**src/rtl/memoria_arbitro.sv**
```systemverilog
// Ship-position memory arbiter: the placement writer has priority, and the collision and VGA
// readers share the port round-robin. The memory has a 1-cycle synchronous read latency.
module memoria_arbitro #(
    parameter int DATA_W    = 64,
    parameter int ADDR_W    = 5,
    parameter int NUM_SHIPS = 11
) (
    input  logic              clk,
    input  logic              resetGeral,
    input  logic              wr_req,
    input  logic              wr_jogador,
    input  logic [ADDR_W-1:0] wr_addr,
    input  logic [DATA_W-1:0] wr_data,
    output logic              wr_gnt,
    input  logic              col_req,
    input  logic              col_jogador,
    input  logic [ADDR_W-1:0] col_addr,
    output logic              col_gnt,
    output logic              col_valid,
    input  logic              vga_req,
    input  logic              vga_jogador,
    input  logic [ADDR_W-1:0] vga_addr,
    output logic              vga_gnt,
    output logic              vga_valid,
    output logic [DATA_W-1:0] rd_data,
    output logic              addr_err,
    output logic              mem_we,
    output logic              mem_jogador,
    output logic [ADDR_W-1:0] mem_addr,
    output logic [DATA_W-1:0] mem_wdata,
    input  logic [DATA_W-1:0] mem_rdata
);
    typedef enum logic [1:0] {IDLE, ISSUE_WR, ISSUE_RD, WAIT_RD} state_t;

    localparam logic              SRC_COL = 1'b0;
    localparam logic              SRC_VGA = 1'b1;
    localparam logic [ADDR_W-1:0] LIM     = ADDR_W'(NUM_SHIPS);

    state_t            r_state;
    logic              r_src;
    logic              r_bad;
    logic              r_rr_last;
    logic              w_wr_ok;
    logic              w_pick_vga;
    logic              w_rd_jog;
    logic              w_rd_ok;
    logic [ADDR_W-1:0] w_rd_addr;

    assign w_wr_ok    = wr_addr < LIM;
    // On a tie, the reader that was not served last wins.
    assign w_pick_vga = vga_req && (!col_req || r_rr_last == SRC_COL);
    assign w_rd_addr  = w_pick_vga ? vga_addr : col_addr;
    assign w_rd_jog   = w_pick_vga ? vga_jogador : col_jogador;
    assign w_rd_ok    = w_rd_addr < LIM;

    always_ff @(posedge clk or posedge resetGeral) begin
        if (resetGeral) begin
            r_state     <= IDLE;
            r_src       <= SRC_COL;
            r_bad       <= 1'b0;
            r_rr_last   <= SRC_VGA;
            wr_gnt      <= 1'b0;
            col_gnt     <= 1'b0;
            vga_gnt     <= 1'b0;
            col_valid   <= 1'b0;
            vga_valid   <= 1'b0;
            rd_data     <= '0;
            addr_err    <= 1'b0;
            mem_we      <= 1'b0;
            mem_jogador <= 1'b0;
            mem_addr    <= '0;
            mem_wdata   <= '0;
        end else begin
            wr_gnt    <= 1'b0;
            col_gnt   <= 1'b0;
            vga_gnt   <= 1'b0;
            col_valid <= 1'b0;
            vga_valid <= 1'b0;
            addr_err  <= 1'b0;
            mem_we    <= 1'b0;
            case (r_state)
                IDLE: begin
                    if (wr_req) begin
                        wr_gnt      <= 1'b1;
                        mem_we      <= w_wr_ok;
                        addr_err    <= !w_wr_ok;
                        mem_addr    <= wr_addr;
                        mem_jogador <= wr_jogador;
                        mem_wdata   <= wr_data;
                        r_state     <= ISSUE_WR;
                    end else if (col_req || vga_req) begin
                        col_gnt     <= !w_pick_vga;
                        vga_gnt     <= w_pick_vga;
                        addr_err    <= !w_rd_ok;
                        mem_addr    <= w_rd_addr;
                        mem_jogador <= w_rd_jog;
                        r_bad       <= !w_rd_ok;
                        r_src       <= w_pick_vga ? SRC_VGA : SRC_COL;
                        r_rr_last   <= w_pick_vga ? SRC_VGA : SRC_COL;
                        r_state     <= ISSUE_RD;
                    end
                end
                ISSUE_WR: r_state <= IDLE;
                ISSUE_RD: r_state <= WAIT_RD;
                WAIT_RD: begin
                    // An illegal address still completes, but it returns zero instead of whatever the memory drives.
                    rd_data   <= r_bad ? '0 : mem_rdata;
                    col_valid <= (r_src == SRC_COL);
                    vga_valid <= (r_src == SRC_VGA);
                    r_state   <= IDLE;
                end
                default: r_state <= IDLE;
            endcase
        end
    end
endmodule

```
**config.mk**
```make
export PLATFORM = sky130hd
export DESIGN_NAME = memoria_arbitro
export DESIGN_NICKNAME = d
export VERILOG_FILES = /design/src/rtl/memoria_arbitro.sv
export SDC_FILE = /design/constraint.sdc
export NUM_CORES = 1
export LEC_CHECK = 0
export BUFFER_PORTS_ARGS = -buffer_cell sky130_fd_sc_hd__buf_4
export CAP_MARGIN = 0
export CORE_ASPECT_RATIO = 1.75
export CORE_MARGIN = 2
export CORE_UTILIZATION = 34
export DETAILED_ROUTE_END_ITERATION = 10
export HOLD_SLACK_MARGIN = 0.08
export SETUP_SLACK_MARGIN = 0.1
export SKIP_LAST_GASP = 1
export SYNTH_ARGS = -nofsm -noshare
export SYNTH_HDL_FRONTEND = slang
export SYNTH_SLANG_ARGS = --single-unit
```
**constraint.sdc**
```tcl
create_clock -name clk -period 5.25 [get_ports clk]
set_clock_uncertainty 0.05 [all_clocks]
set_input_delay 0.2625 -clock clk [delete_from_list [all_inputs] [get_ports clk]]
set_output_delay 0.2625 -clock clk [all_outputs]
set_load 0.05 [all_outputs]
```
Word level (Yosys, flattened, before mapping):

Cells that the tools add are included.

* magnitude comparators: 2
* eq/ne operators: 4
* multiplexer cells: 26
* $add $sub $neg: 0
* div/mod/pow operators: 0
* shifts and indexed selects: 0
* bitwise logic cells: 3
* $mul: 0
* reduce and logical (&&, ||, !) cells: 13

Operators by type and width (number)
* $mux 64: 1
* $mux 1: 19
* $mux 5: 3
* $lt 5x4->1 const B: 2
* $pmux 2 s3: 1
* $eq 2x2->1 const B: 2
* $logic_not 1->1: 4
* $mux 2: 2
* $reduce_and 2->1: 2
* $ne 3x3->1 const B: 1
* $not 1->1: 3
* $reduce_and 3->1: 1
* $eq 2x1->1 const B: 1
* $logic_not 2->1: 1
* $logic_or 1x1->1: 2
* $reduce_bool 2->1: 1
* $reduce_or 2->1: 1
* $logic_and 1x1->1: 1

* memories kept: 0
* output and inout port bits: 141
* flip-flop bits (word level): 146
* memory bits (writable): 0
* input bits: 151
* ROM bits: 0
* logic and storage cells: 63
* bits in latches: 0

Logic depth before layout (Yosys ltp):

* depth in word-level cells: 9
* depth in mapped cells: 6
* gate-level depth less buffers: 4

Worst setup path before layout:

OpenSTA, ideal clock, no wires.

* path kind: register -> register
* start point: register r_state[1]
* end point: register mem_wdata[10]
* cell stages (with the launch flop): 6
* data arrival time: 1.264 ns
* path buffers: 2
* required time: 5.075 ns
* path slack: 3.810 ns
* path through: dfrtp_1 nor2_2 and2_4 buf_12 buf_12 mux2_4

* word-level cells in the longest chain between the ends: 2

RTL lines
* start, declared: RTL line 39 `state_t r_state;`
* start signal, assigned: RTL line 58 `r_state <= IDLE;`
* start signal, assigned: RTL line 90 `r_state <= ISSUE_WR;`
* start signal, assigned: RTL line 100 `r_state <= ISSUE_RD;`
* $logic_not 2->1: RTL line 81 `case (r_state)`
* $reduce_and 2->1 (no source line)
* end signal, assigned: RTL line 89 `mem_wdata <= wr_data;`
* end, declared: RTL line 30 `output logic [DATA_W-1:0] mem_wdata,`

Every way passes these cells.
A chain may end at the register's enable or synchronous reset.

Worst setup path after layout:

* start point: register r_state[1]
* end point: register mem_wdata[61]

Same word-level chain as after synthesis.

==> metrics.cfg <==
[grt]
grt_max_degree = 130
grt_pass1_wl_mm = 28.7
grt_use_total_pct = 19.3
grt_pass1_vias = 5501
grt_overflow_total = 0
antenna_found_initial = 0

[finish]
drive_above_1_share_pct = 43.7
ff_latch_area_um2 = 3650
multiInputGateArea_um2 = 2220
nFillCells = 1398
fin_nets = 1048
antenna_cells = 0
syn_to_final_growth_pct = 68.5

[detailed_routing]
ant_nets = 0
wirelength_mm = 17.9
wire_per_inst_um = 15.7
drt-pass1-iter-count = 4
vias_per_cell = 4.48
drtIter0Drc = 124
vias = 5113
drc = 0

[min_path]
whs_endpoint = mem_jogador
min_from = wr_jogador
whs_path_depth = 3
hp-class = input pin to flop

[yosys]
yosysSeqAreaShare_pct = 59.9
synth_top_cell_by_area = dfrtp_1
yosysUniqueCellTypes = 29
synth_ff_type = dfrtp_1
yosysMostFrequentCell = dfrtp_1
syn_inst = 488
synth_seq_cells = 146
syn_area_um2 = 6100
synth_top_area_share_pct = 59.4
synth_enable_flop_cells = 0
synth_nets = 639
yosys_warnings = 0
synth_common_cells = 145 x dfrtp_1, 71 x o21ai_0, 70 x nand2_1
postSynthAreaPerCell_um2 = 12.5
async_reset_ff_share_pct = 100
synth.area.top_cells = dfrtp_1 59%, mux2_4 12%, nand2b_1 6.6%

[setup_path]
start_kind = flop
cp-end-kind = flop
cp_max_fo = 65
slowest_delay_ns = 0.90
r2r_setup_slack_ns = 3.11
cp_cell_sequence = nor2_2, and2_4, mux2_2
cp.required_ns = 5.51
rr_endpoint = mem_wdata[61]
ff2ff_path_depth = 3
worstSetupPathType = flop to flop
reg2reg_from = r_state[1]
cpMaxStageDelayCell = and2_4
critPathArrivalTime_ns = 2.40

[placement]
portBuffers = 291
place_ws_ns = 3.10
place_congestion = 0.768
post-dp-hpwl_mm = 11.7

[cts]
tritoncts = done
clkLatencyLatePin_ns = 0.42
numCtsBuffers = 17
htree_levels = 4
clock_sinks = 146
path_clk_slew_ns = 0.06
clockBufferDepth = 2
cts_resized = 0
root_buffer = clkbuf_16

[timing]
fmax_mhz = 467
fin_crit_sh_pct = 40.8
worst_pin_slew_ns = 1.12
rsz0062_at_grt = no
tns_ns = 0
relSlewSlack_pct = 25.2
finalWorstSetupSlack_ns = 3.11
setup_viol = 0
hold_viol_final = 0
final.min_clock_period_ns = 2.14
slew_viol_final = 0

[floorplan]
die_area_um2 = 19100
coreArea_um2 = 17500
num_rows = 64
ios = 292
fp.dieW_um = 105
initial_utilization_pct = 34.8
die-height_um = 181

[pwr]
powerDensity_nw_per_um2 = 639
p_leak_nw = 5.02
vdd_ir_drop_max_mv = 0.364

[status]
outcome = finished clean

[flow_run]
cap_violations = 0

worst max-delay path by stage:
| stage | depth (start not counted) | slack, ns | endpoint | from |
|---|---|---|---|---|
| 2_1_floorplan | 1 | 1.02 | addr_err | resetGeral |
| 3_3_place_gp | 3 | 3.13 | mem_wdata[61] | r_state[1] |
| 5_1_grt | 3 | 3.03 | mem_wdata[62] | r_state[1] |
| 4_1_cts | 3 | 3.11 | mem_wdata[62] | r_state[1] |
| 3_5_place_dp | 3 | 3.10 | mem_wdata[62] | r_state[1] |
| 6_report | 3 | 3.11 | mem_wdata[61] | r_state[1] |
per-layer routing:
metal | GRT usage (%) | routed length [µm] | vias up
met5 | 0 | 0 | -
met3 | 5.27 | 1140 | 40
met2 | 35.2 | 9830 | 208
met1 | 20.1 | 6350 | 2422
met4 | 9.39 | 619 | 0
li1 | - | - | 2443
power by group:
group / leakage [nW] / internal, mW / switching, mW
clock network: 0.298 / 0.812 / 0.478
registers: 1.83 / 1.58 / 0.285
logic: 2.89 / 1.23 / 2.19
placed cells by master (no fill, tap or decap), types with 17 or more instances in the layout:
| cell type | count |
|---|---|
| buf_4 | 294 |
| clkbuf_16 | 17 |
| dfrtp_1 | 145 |
| dlygate4sd3_1 | 127 |
| mux2_2 | 20 |
| mux2_4 | 49 |
| nand2_1 | 69 |
| nand2b_1 | 64 |
| o21ai_0 | 71 |
sequential cells by signal, summed over array words and instances (netlist names), 2 cells and up:
signal     cells
mem_addr       5
mem_wdata     64
r_state        2
rd_data       64
critical path: cells and delay by family, from the launching register on:
kind,cells,cell delay (ns)
DFF,1,0.46
muxes,1,0.42
and+or+nand+nor,2,1.05
stage by stage:
step	cell area [µm²]	total power, mW	std cells	hold WS (ns)	util [%]
floorplan	6100	4.25	488	0.361	-
global placement	8390	5.18	982	0.411	47.8
detailed placement	8390	5.23	982	0.416	47.8
CTS	10300	6.62	1140	0.0809	58.6
global route	10300	6.88	1141	0.110	58.7
finish	10300	6.57	1141	0.0919	58.7
cell families (layout without fill, tap and decap cells):
family / count (synthesis) / in the layout / share of synthesized area (%)
AO/OA/AOI/OAI: 87 / 87 / 7.77
buffers and inverters: 35 / 457 / 3.94
flip-flops: 146 / 146 / 59.9
multiplexers: 73 / 73 / 16.4
AND/OR/NAND/NOR: 147 / 147 / 12.0
layout make-up:
class	instances	area share [%]
clock inverters	11	1.74
inverters	4	0.195
well taps	231	2.81
flip-flops and latches	146	35.5
repair buffers	421	33.8
multi-input cells	307	21.5
clock buffers	21	4.38
what timing repair did:
item	4_1_cts	5_1_grt
endpoints found under the hold margin	136	1
setup endpoints to repair	0	0
buffers inserted	0	0
hold buffers	126	1
(Power assumes the default switching activity.)
